--- config.mk ---
export PLATFORM = sky130hd
export DESIGN_NAME = fifo_wr_arbiter_flat
export DESIGN_NICKNAME = d
export VERILOG_FILES = /design/src/rtl/fifo_wr_arbiter_pkg.sv /design/src/rtl/fifo_wr_arbiter_if.sv /design/src/rtl/fifo_wr_arbiter_rr_pick.sv /design/src/rtl/fifo_wr_arbiter.sv /design/src/flat_wrapper.sv
export SDC_FILE = /design/constraint.sdc
export NUM_CORES = 1
export LEC_CHECK = 0
export CAP_MARGIN = 0
export CELL_PAD_IN_SITES_DETAIL_PLACEMENT = 1
export CELL_PAD_IN_SITES_GLOBAL_PLACEMENT = 2
export CORE_ASPECT_RATIO = 1.4
export CORE_MARGIN = 4
export CORE_UTILIZATION = 17
export CTS_BUF_LIST = sky130_fd_sc_hd__clkbuf_16
export CTS_CLUSTER_DIAMETER = 60
export DETAILED_ROUTE_END_ITERATION = 10
export PLACE_DENSITY_LB_ADDON = 0.1
export SLEW_MARGIN = 10
export SYNTH_ARGS = -nofsm -noshare
export SYNTH_HDL_FRONTEND = slang
export SYNTH_HIERARCHICAL = 1
export SYNTH_SLANG_ARGS = --single-unit
export TNS_END_PERCENT = 20
--- constraint.sdc ---
create_clock -name wr_clk -period 2.04 [get_ports wr_clk]
set_input_delay 0.408 -clock wr_clk [delete_from_list [all_inputs] [get_ports wr_clk]]
set_output_delay 0.408 -clock wr_clk [all_outputs]
set_load 0.02 [all_outputs]
--- src/rtl/fifo_wr_arbiter_pkg.sv ---
// Package: fifo_arb_pkg
// Shared types and default constants for the FIFO write-port arbiter.
//   arb_state_e : arbiter FSM state (idle / burst in progress)
//   owner_t     : burst-owner index for the default requester count
//   Def*        : default parameter values used by the interface and top
//   wrap_inc    : modulo-n increment used for the round-robin pointer
package fifo_arb_pkg;

    typedef enum logic [0:0] {
        StIdle,
        StBurst
    } arb_state_e;

    localparam int unsigned DefNumReq    = 4;
    localparam int unsigned DefDataWidth = 8;
    localparam int unsigned DefMaxBurst  = 4;
    localparam int unsigned DefCntW      = 16;
    localparam int unsigned DefOwnerW    = $clog2(DefNumReq);

    typedef logic [DefOwnerW-1:0] owner_t;

    function automatic int unsigned wrap_inc(input int unsigned idx, input int unsigned n);
        return (idx + 1 >= n) ? 0 : idx + 1;
    endfunction

endpackage

--- src/rtl/fifo_wr_arbiter_if.sv ---
// Interface: fifo_wr_arbiter_if
// Bundles the producer request bus and the FIFO write-side signals.
//   req       : per-requester beat valid, held until granted
//   req_data  : per-requester data, slice i = [i*Data_Width +: Data_Width]
//   req_last  : beat is the last of the requester's packet
//   full      : FIFO full, write-clock domain
//   gnt       : one-hot beat acceptance
//   wr_en     : FIFO write enable
//   data_in   : FIFO write data
// Modports: master = producers/FIFO side, slave = arbiter.
interface fifo_wr_arbiter_if
    import fifo_arb_pkg::*;
#(
    parameter int unsigned NUM_REQ    = DefNumReq,
    parameter int unsigned Data_Width = DefDataWidth
);

    logic [NUM_REQ-1:0]            req;
    logic [NUM_REQ*Data_Width-1:0] req_data;
    logic [NUM_REQ-1:0]            req_last;
    logic                          full;
    logic [NUM_REQ-1:0]            gnt;
    logic                          wr_en;
    logic [Data_Width-1:0]         data_in;

    modport master (
        output req, req_data, req_last, full,
        input  gnt, wr_en, data_in
    );

    modport slave (
        input  req, req_data, req_last, full,
        output gnt, wr_en, data_in
    );

endinterface

--- src/rtl/fifo_wr_arbiter_rr_pick.sv ---
// Module: rr_pick
// Combinational round-robin picker: returns the first set request at or after
// ptr, wrapping from NUM_REQ-1 back to 0.
//   req   : request vector
//   ptr   : highest-priority index
//   idx   : selected index (0 when nothing is requested)
//   valid : at least one request set
module rr_pick
    import fifo_arb_pkg::*;
#(
    parameter int unsigned NUM_REQ = DefNumReq
) (
    input  logic [NUM_REQ-1:0]         req,
    input  logic [$clog2(NUM_REQ)-1:0] ptr,
    output logic [$clog2(NUM_REQ)-1:0] idx,
    output logic                       valid
);

    localparam int unsigned IdxW = $clog2(NUM_REQ);

    logic [IdxW-1:0] cand;

    // Scan from the farthest candidate to the nearest so the nearest one wins.
    always_comb begin
        idx   = '0;
        valid = 1'b0;
        cand  = '0;
        for (int k = NUM_REQ - 1; k >= 0; k--) begin
            cand = IdxW'((32'(ptr) + 32'(k)) % NUM_REQ);
            if (req[cand]) begin
                idx   = cand;
                valid = 1'b1;
            end
        end
    end

endmodule

--- src/rtl/fifo_wr_arbiter.sv ---
// Module: fifo_wr_arbiter
// Shares the async FIFO write port among NUM_REQ producers in the write-clock
// domain. Round-robin arbitration with bursts of up to MAX_BURST beats per
// grant; never writes while the FIFO is full.
// Ports:
//   wr_clk    : write-domain clock
//   wr_rst    : asynchronous active-high reset
//   bus       : fifo_wr_arbiter_if.slave (req/req_data/req_last/full in,
//               gnt/wr_en/data_in out)
//   owner     : current burst owner
//   busy      : a burst is in progress
//   grant_cnt : bursts granted per requester, saturating, slice i =
//               [i*CNT_W +: CNT_W]; present only with FIFO_ARB_STATS_EN
// Build option: define FIFO_ARB_STATS_EN to add the grant counters.
module fifo_wr_arbiter
    import fifo_arb_pkg::*;
#(
    parameter int unsigned NUM_REQ    = DefNumReq,
    parameter int unsigned Data_Width = DefDataWidth,
    parameter int unsigned MAX_BURST  = DefMaxBurst,
    parameter int unsigned CNT_W      = DefCntW
) (
    input  logic                       wr_clk,
    input  logic                       wr_rst,
    fifo_wr_arbiter_if.slave           bus,
    output logic [$clog2(NUM_REQ)-1:0] owner,
    output logic                       busy
`ifdef FIFO_ARB_STATS_EN
    ,
    output logic [NUM_REQ*CNT_W-1:0]   grant_cnt
`endif
);

    localparam int unsigned OwnerW = $clog2(NUM_REQ);
    localparam int unsigned BeatW  = $clog2(MAX_BURST + 1);

    arb_state_e        state_q;
    logic [OwnerW-1:0] owner_q;
    logic [OwnerW-1:0] rr_ptr_q;
    logic [BeatW-1:0]  beat_cnt_q;

    logic              in_burst;
    logic              owner_req;
    logic              owner_last;
    logic              wr_en_c;
    logic              burst_end;
    logic [OwnerW-1:0] owner_nxt;
    logic [OwnerW-1:0] pick_ptr;
    logic [OwnerW-1:0] pick_idx;
    logic              pick_valid;

    assign in_burst   = (state_q == StBurst);
    assign owner_req  = bus.req[owner_q];
    assign owner_last = bus.req_last[owner_q];
    assign owner_nxt  = OwnerW'(wrap_inc(32'(owner_q), NUM_REQ));

    // Write straight from the owner's request; full gates it with no latency.
    assign wr_en_c    = in_burst & owner_req & ~bus.full;
    assign burst_end  = wr_en_c &
                        (owner_last | (beat_cnt_q == BeatW'(MAX_BURST - 1)));

    // One picker serves both cases: from rr_ptr when idle, and from the slot
    // after the current owner when a burst ends (so the next owner is known
    // in the same cycle and no bubble is inserted).
    assign pick_ptr = in_burst ? owner_nxt : rr_ptr_q;

    rr_pick #(
        .NUM_REQ(NUM_REQ)
    ) u_rr_pick (
        .req  (bus.req),
        .ptr  (pick_ptr),
        .idx  (pick_idx),
        .valid(pick_valid)
    );

    always_comb begin
        bus.wr_en          = wr_en_c;
        bus.gnt            = '0;
        bus.gnt[owner_q]   = wr_en_c;
        bus.data_in        = '0;
        if (wr_en_c) begin
            bus.data_in = bus.req_data[owner_q*Data_Width +: Data_Width];
        end
    end

    assign owner = owner_q;
    assign busy  = in_burst;

    always_ff @(posedge wr_clk or posedge wr_rst) begin
        if (wr_rst) begin
            state_q    <= StIdle;
            owner_q    <= '0;
            rr_ptr_q   <= '0;
            beat_cnt_q <= '0;
        end else begin
            case (state_q)
                StIdle: begin
                    if (pick_valid) begin
                        state_q    <= StBurst;
                        owner_q    <= pick_idx;
                        beat_cnt_q <= '0;
                    end
                end
                StBurst: begin
                    if (!owner_req) begin
                        // Owner withdrew: abandon the burst and pass priority on.
                        state_q    <= StIdle;
                        rr_ptr_q   <= owner_nxt;
                        beat_cnt_q <= '0;
                    end else if (wr_en_c) begin
                        if (burst_end) begin
                            rr_ptr_q   <= owner_nxt;
                            beat_cnt_q <= '0;
                            if (pick_valid) begin
                                owner_q <= pick_idx;
                            end else begin
                                state_q <= StIdle;
                            end
                        end else begin
                            beat_cnt_q <= beat_cnt_q + 1'b1;
                        end
                    end
                end
                default: state_q <= StIdle;
            endcase
        end
    end

`ifdef FIFO_ARB_STATS_EN
    logic                               load;
    logic [NUM_REQ-1:0][CNT_W-1:0]      grant_cnt_q;

    // A requester is counted each time it is loaded as burst owner.
    assign load = pick_valid & (in_burst ? burst_end : 1'b1);

    always_ff @(posedge wr_clk or posedge wr_rst) begin
        if (wr_rst) begin
            grant_cnt_q <= '0;
        end else if (load && (grant_cnt_q[pick_idx] != {CNT_W{1'b1}})) begin
            grant_cnt_q[pick_idx] <= grant_cnt_q[pick_idx] + 1'b1;
        end
    end

    assign grant_cnt = grant_cnt_q;
`else
    logic unused_cnt_w;
    assign unused_cnt_w = ^CNT_W;
`endif

endmodule

--- src/flat_wrapper.sv ---
// flat-port wrapper written by rule: the top's interface ports become plain ports
module fifo_wr_arbiter_flat import fifo_arb_pkg::*;
#(
    parameter int unsigned NUM_REQ    = DefNumReq,
    parameter int unsigned Data_Width = DefDataWidth,
    parameter int unsigned MAX_BURST  = DefMaxBurst,
    parameter int unsigned CNT_W      = DefCntW
)
  (wr_clk, wr_rst, owner, busy, bus_req, bus_req_data, bus_req_last, bus_full, bus_gnt, bus_wr_en, bus_data_in);
  fifo_wr_arbiter_if #(.NUM_REQ(NUM_REQ), .Data_Width(Data_Width)) bus_i ();
  input  logic wr_clk;
  input  logic wr_rst;
  output logic [$clog2(NUM_REQ)-1:0] owner;
  output logic busy;
  input wire logic [$bits(bus_i.req)-1:0] bus_req;
  input wire logic [$bits(bus_i.req_data)-1:0] bus_req_data;
  input wire logic [$bits(bus_i.req_last)-1:0] bus_req_last;
  input wire logic [$bits(bus_i.full)-1:0] bus_full;
  output wire logic [$bits(bus_i.gnt)-1:0] bus_gnt;
  output wire logic [$bits(bus_i.wr_en)-1:0] bus_wr_en;
  output wire logic [$bits(bus_i.data_in)-1:0] bus_data_in;
  assign bus_i.req = bus_req;
  assign bus_i.req_data = bus_req_data;
  assign bus_i.req_last = bus_req_last;
  assign bus_i.full = bus_full;
  assign bus_gnt = bus_i.gnt;
  assign bus_wr_en = bus_i.wr_en;
  assign bus_data_in = bus_i.data_in;
  fifo_wr_arbiter #(.NUM_REQ(NUM_REQ), .Data_Width(Data_Width), .MAX_BURST(MAX_BURST), .CNT_W(CNT_W)) u_core (.wr_clk(wr_clk), .wr_rst(wr_rst), .bus(bus_i), .owner(owner), .busy(busy));
endmodule
Word-level counts from Yosys, hierarchy flattened
Index checks and enable logic that the tools add are counted.

cells by class
  add/sub/neg operators = 5
  multipliers = 0
  div/mod/pow operators = 0
  $lt $le $gt $ge = 7
  eq/ne operators = 8
  shifts and indexed selects = 1
  mux-type cells = 43
  bitwise gates (word level) = 7
  reductions and logical operators = 4

operator list
  operator                                                                             count
  32-bit by 6-bit variable part select with 8-bit output                               1
  2-bit two-way mux                                                                    13
  2-bit by 3-bit < comparator with 1-bit output, second input constant                 5
  1-bit two-way mux                                                                    15
  1-bit binary-select mux with 2-bit select                                            6
  3-bit two-way mux                                                                    4
  2-bit inequality test, second input constant                                         5
  8-bit two-way mux                                                                    1
  3-bit case mux with 2 select lines                                                   1
  3-bit AND reduction                                                                  2
  2-bit adder, second input constant                                                   2
  4-bit AND                                                                            1
  2-bit case mux with 2 select lines                                                   1
  2-bit by 1-bit adder with 3-bit output, second input constant                        1
  3-bit by 1-bit adder with 3-bit output, second input constant                        1
  1-bit AND                                                                            3
  3-bit by 2-bit equality test with 1-bit output, second input constant                1
  3-bit greater-or-equal comparator, second input constant                             1
  3-bit inequality test, second input constant                                         1
  2-bit by 1-bit adder with 2-bit output, second input constant                        1
  1-bit demux with 2-bit select                                                        1
  2-bit by 1-bit greater-or-equal comparator with 1-bit output, second input constant  1
  2-bit by 1-bit inequality test with 1-bit output, second input constant              1
  1-bit inverter                                                                       2
  4 further kinds                                                                      4

word-level totals
  register bits after elaboration = 8
  bits in latches = 0
  RAM bits = 0
  bits in read-only memories = 0
  input port bits = 43
  output and inout port bits = 16
  logic and storage cells = 79
  memories = 0

Longest topological paths before layout
  depth after elaboration = 16
  depth in mapped cells = 9

Modules after synthesis
Netlist, hierarchy kept.

modules (own cells, without submodules)
  module           instances  cells an instance  area an instance (um^2)  seq. area each (um^2)
  fifo_wr_arbiter  1          74                 810.8                    200.2
  rr_pick          1          13                 77.6                     0.0

Worst setup path before layout
OpenSTA, ideal clock, no wires.

  path kind = register to register
  from = reg u_core.owner_q[0], in the netlist u_core/owner[0]
  to = reg u_core.owner_q[0], in the netlist u_core/owner[0]
  library setup time = 125 ps
  arrival = 2,085 ps
  data required time = 1,915 ps
  slack = -170 ps
  stages on the path, launching flop included = 10
  clock period less this slack = 2,210 ps
  path through = dfrtp_1 buf_2 inv_1 ha_1 mux2_2 nand2b_1 a21oi_1 a211oi_2 nand2_1 o22ai_1

between the ends
  cells in the longest elaborated chain, start to end = 16
  elaborated cells on any way between the ends = 40
  classes of those cells = add/sub: 4; order compare: 1; eq/ne: 3; mux: 27; bitwise: 4; reduce/logical: 1

RTL lines
  element                                    line                                           source
  from (decl)                                fifo_wr_arbiter.sv:38                          logic [OwnerW-1:0] owner_q;
  from (signal assigned)                     fifo_wr_arbiter.sv:100                         owner_q <= pick_idx;
  from (signal assigned)                     fifo_wr_arbiter.sv:115                         owner_q <= pick_idx;
  2-bit by 1-bit adder with 3-bit output *   fifo_wr_arbiter_pkg.sv:23                      return (idx + 1 >= n) ? 0 : idx + 1;
  3-bit greater-or-equal comparator          fifo_wr_arbiter_pkg.sv:23
  2-bit two-way mux *                        fifo_wr_arbiter_pkg.sv:23
  named net u_core.owner_nxt[1]              fifo_wr_arbiter.sv:47                          logic [OwnerW-1:0] owner_nxt;
  2-bit two-way mux *                        fifo_wr_arbiter.sv:65                          assign pick_ptr = in_burst ? owner_nxt : rr_ptr_q;
  named net u_core.pick_ptr[1]               fifo_wr_arbiter.sv:48                          logic [OwnerW-1:0] pick_ptr;
  2-bit adder                                fifo_wr_arbiter_rr_pick.sv:29                  cand = IdxW'((32'(ptr) + 32'(k)) % NUM_REQ);
  1-bit binary-select mux with 2-bit select  fifo_wr_arbiter_rr_pick.sv:30                  if (req[cand]) begin
  1-bit two-way mux (not written as such)    fifo_wr_arbiter_rr_pick.sv:30
  2-bit two-way mux (3 in a row)             fifo_wr_arbiter_rr_pick.sv:30
  2-bit two-way mux *                        fifo_wr_arbiter_rr_pick.sv:30
  named net u_core.pick_idx[0]               fifo_wr_arbiter.sv:49                          logic [OwnerW-1:0] pick_idx;
  2-bit two-way mux *                        fifo_wr_arbiter.sv:98, fifo_wr_arbiter.sv:114
  2-bit two-way mux                          fifo_wr_arbiter.sv:111                         if (burst_end) begin
  2-bit two-way mux                          fifo_wr_arbiter.sv:110                         end else if (wr_en_c) begin
  2-bit two-way mux                          fifo_wr_arbiter.sv:105                         if (!owner_req) begin
  2-bit case mux with 2 select lines *       fifo_wr_arbiter.sv:96                          case (state_q)

Mark *: on every way through the listed nets, which the timed path passes. The rest lies on a longest branch. The select of a mux whose other input is x is not followed.
A chain may end at the register's enable or synchronous reset.

Worst setup path after layout
  from = reg u_core.owner_q[0], in the netlist u_core/owner[0]
  to = out bus_data_in[2]

between the ends
  cells in the longest elaborated chain, start to end = 5
  elaborated cells on any way between the ends = 6
  classes of those cells = shift: 1; mux: 3; bitwise: 2

RTL lines
  element                                                                                                         line                   source
  parallel branches: the longest is 4 deep, another holds 32-bit by 6-bit variable part select with 8-bit output  --
  8-bit two-way mux *                                                                                             fifo_wr_arbiter.sv:81  if (wr_en_c) begin
  to (decl)                                                                                                       flat_wrapper.sv:21     output wire logic [$bits(bus_i.data_in)-1:0] bus_data_in;

Mark *: on every way between the ends. The select of a mux whose other input is x is not followed.

==> results list <==
* Gate count of the mapped netlist: 87
- For this configuration, the core starts out at a cell density of 0.179.
- Die boundary width: 69.1 um
- TritonCTS built the clock tree.
* Core area: 0.00495 mm^2
- Row generation in the floorplan step produced 30 rows.
- Sequential area share after synthesis: 0.225
- In the final design database the tool counted 219 nets.
- Clock latency on the worst-skew pair, taken at its later pin, is 230 ps.
- The largest single stage delay on the critical path is 610 ps.
- Timing would allow up to 463 MHz.
- Across the VDD grid, the largest voltage drop is 581 uV.
- Share of the clock period used by the worst path after layout: 1.06
- First-pass GRT wire length: 6410 um
* Largest net degree at the start of global routing: 16
- Summed over all layers, the global routing overflow is 0.
- Count of synthesis-stage warnings from yosys: 6
- TritonCTS Buffers: 3
* Setup violation total in the final timing report: 14
- Routed length per instance: 17.2 um
* Setup repair after global routing missed its margin: yes
- First-pass iteration count of the detailed router: 4
* Post-layout instance area: 0.00197 mm^2
- The min-delay analysis places its worst path in the category in2async.
- Wires add up to 3990 um.
- STA classifies the critical path startpoint as a flip-flop.
* Ant diodes: 0
- Setup crit end kind: output pin
- The floorplan step defined a die boundary enclosing 0.00646 mm^2.
* Critical-path cell with the highest stage delay: sky130_fd_sc_hd__mux4_2
- Antenna Nets Post-Route: 0
- Total DRC errors in the routed layout: 0
- The layout has 552 filler cells.
- Status: finished, violations left
- After layout, the worst setup slack is -122 ps.
* Syn Std Cell Area: 888 um^2
- At the worst endpoint, the arrival time is 1750 ps.
* Total power density per cell area: 1260 mW/mm^2
- DR vias: 1051
- Final-report max-slew violation count: 0
- Critical Path Fanout Max: 5
- Clock tree synthesis found a total of 8 sinks.
- The analysis attributes to cell leakage a power of 0.846 nW.
* Final Skew: 2.78 ps
* Share of the core filled with cells: 0.397
- Walking the worst path, the cells encountered are mux4_2 -> buf_6 -> and3_4 -> buf_6.
- Measured against its own limit, the worst slew margin works out to 0.796.
- Via count of the first global-routing pass: 1177
- After synthesis, the netlist uses 28 different library cells.
* Required time at the endpoint of the critical path: 1630 ps
- In this run, the number of DRC markers left after iteration 0 of detailed routing was 27.
- Synthesized area per cell: 10.2 um^2
- H-Tree Depth: 1
* HPWL after detailed placement: 2840 um
* DIE HEIGHT: 93.5 um
- At the end of routability-driven placement, the weighted congestion stood at 0.859.
* Seq cells post-synth: 8
* Area added between synthesis and finish: 122%
* Measured slew at the worst slew-check pin: 305 ps
- Clock tree synthesis selected as its root buffer the cell sky130_fd_sc_hd__clkbuf_16.
- The longest clock path from root to sink contains 2 buffers.
- The largest total area in the synthesized netlist belongs to sky130_fd_sc_hd__mux4_2.
- CTS Hold Bufs: 0
- Number of nets in the synthesized netlist: 137
- Clock Pin Slew Worst Setup and Hold Paths: 40 ps
- Via density: 4.53
- Global Route Usage Sum: 0.126
* IO buf count: 58
* Share of final-layout standard cells stronger than drive strength 1: 0.452
- By startpoint and endpoint, the worst setup path is classified as reg2out.
- The share of synthesized area in the top cell type comes to 0.228.
- The number of antenna violations at the first check in global routing is 0.
* Total I/O pin count: 59
- The routed design could run at a clock period as short as 2160 ps.
* Max capacitance violation total: 0
* Post-place setup slack: -640 ps
- Sorting the synthesized cells by area gives the leading types as sky130_fd_sc_hd__mux4_2 (23%), sky130_fd_sc_hd__dfrtp_1 (23%), sky130_fd_sc_hd__ha_1 (9.9%).
- Post-placement cell area: 0.00165 mm^2
- The hold violation count in the final report is 0.
* Violations in the final reports: setup timing
- Most common cell type on the critical path: sky130_fd_sc_hd__buf_6
==> where the power goes <==
part / leakage, nW / switching [mW] / total (mW) / internal (mW)
Sequential: 0.0993 / 0.0671 / 0.288 / 0.221
Clock: 0.0423 / 0.0813 / 0.337 / 0.256
Combinational: 0.705 / 0.786 / 1.85 / 1.06
Total: 0.846 / 0.935 / 2.47 / 1.54
==> routing by layer <==
metal / GRT usage / up-vias / wire length (um)
met5: 0 / - / 0
met4: 0.0293 / 0 / 31
met2: 0.232 / 46 / 2040
li1: - / 494 / -
met1: 0.142 / 506 / 1650
met3: 0.0355 / 5 / 261
==> worst paths after layout <==
| check | start | to | slack, ps | depth (start not counted) |
|---|---|---|---|---|
| setup / recovery | u_core/owner[0] | bus_data_in[2] | -120 | 4 |
| hold reg to reg | u_core/beat_cnt_q[0] | u_core/beat_cnt_q[0] | 490 | 1 |
| min in group wr_clk | u_core/beat_cnt_q[0] | u_core/beat_cnt_q[0] | 490 | 1 |
| setup reg to reg | u_core/owner[0] | u_core/rr_ptr_q[1] | -10 | 6 |
| hold / removal | wr_rst | u_core/rr_ptr_q[0] | 430 | 2 |
| max in group asynchronous | wr_rst | u_core/owner[0] | 1370 | 2 |
==> what timing repair did <==
action,CTS,global route
cloned,2,0
pin swaps,9,7
buffers inserted,7,2
gates resized for setup,109,9
setup endpoints to repair,17,21
==> worst max-delay path: cells and delay by family (launching register included) <==
family / cells / cell delay (ps)
buffers and inverters: 2 / 280
flip-flops: 1 / 470
multiplexers: 1 / 610
AND/OR/NAND/NOR: 1 / 160
==> cell usage in the layout, fill, tap and decap left out, types with 2 or more instances in the layout <==
cell                              count
sky130_fd_sc_hd__buf_4               12
sky130_fd_sc_hd__buf_6               22
sky130_fd_sc_hd__and3_1               2
sky130_fd_sc_hd__mux4_2              11
sky130_fd_sc_hd__clkdlybuf4s50_1     40
sky130_fd_sc_hd__o22ai_1              2
sky130_fd_sc_hd__nand2_1              7
sky130_fd_sc_hd__mux2_4               3
sky130_fd_sc_hd__dfrtp_1              7
sky130_fd_sc_hd__o21ai_1              2
sky130_fd_sc_hd__dlygate4sd2_1        5
sky130_fd_sc_hd__ha_1                 6
sky130_fd_sc_hd__and3_4              10
sky130_fd_sc_hd__inv_1                5
sky130_fd_sc_hd__clkbuf_16            3
sky130_fd_sc_hd__and2_4               2
sky130_fd_sc_hd__nor2_1               8
==> stage by stage <==
step	cells	hold slack [ps]	setup TNS [ps]	power [mW]
4_1_cts	231	446	-1580	2.42
3_3_place_gp	218	471	-8770	1.65
3_5_place_dp	218	482	-9690	1.66
2_1_floorplan	87	224	0	1.08
6_report	232	426	-1210	2.47
5_1_grt	232	468	-1990	2.64
==> synthesized netlist by cell type <==
cell type                  instances
sky130_fd_sc_hd__and3_1           12
sky130_fd_sc_hd__mux4_2            9
sky130_fd_sc_hd__dfrtp_1           8
sky130_fd_sc_hd__nor2_1            8
sky130_fd_sc_hd__ha_1              7
sky130_fd_sc_hd__nand2_1           7
sky130_fd_sc_hd__inv_1             5
sky130_fd_sc_hd__clkbuf_1          3
sky130_fd_sc_hd__a21oi_1           2
sky130_fd_sc_hd__and2_1            2
sky130_fd_sc_hd__buf_2             2
sky130_fd_sc_hd__mux2_1            2
sky130_fd_sc_hd__nand2b_1          2
sky130_fd_sc_hd__o21ai_1           2
sky130_fd_sc_hd__o21ai_2           2
sky130_fd_sc_hd__o22ai_1           2
sky130_fd_sc_hd__a211oi_1          1
sky130_fd_sc_hd__a211oi_2          1
sky130_fd_sc_hd__a21boi_1          1
sky130_fd_sc_hd__a31o_1            1
sky130_fd_sc_hd__a32o_1            1
sky130_fd_sc_hd__mux2_2            1
sky130_fd_sc_hd__mux2i_1           1
sky130_fd_sc_hd__mux4_1            1
sky130_fd_sc_hd__nor2b_1           1
sky130_fd_sc_hd__nor3b_1           1
sky130_fd_sc_hd__o211ai_2          1
sky130_fd_sc_hd__o22a_1            1
==> state kept, by name, summed over array words and instances, names as in the netlist <==
signal / flops
u_core/rr_ptr_q: 2
u_core/busy: 1
u_core/owner: 2
u_core/beat_cnt_q: 3
==> kinds of logic (layout without fill, tap and decap cells) <==
kind of cell | count (synthesis) | count (layout) | share of synthesized area
flops | 8 | 8 | 0.225
mux | 14 | 15 | 0.307
fa+ha+maj | 7 | 7 | 0.0986
simple gates | 33 | 33 | 0.192
compound gates | 15 | 15 | 0.132
buf+inv | 10 | 90 | 0.0451
==> final cells by class <==
cell class | instances | area (um^2) | share of cell area
clock buffers | 3 | 75.1 | 0.0381
clock inverters | 1 | 3.75 | 0.00191
inverters | 5 | 23.8 | 0.0121
multi-input cells | 70 | 778 | 0.395
flip-flops and latches | 8 | 201 | 0.102
well taps | 64 | 80.1 | 0.0407
repair buffers | 81 | 807 | 0.410
No activity file was read; power rests on OpenSTA's default activity.
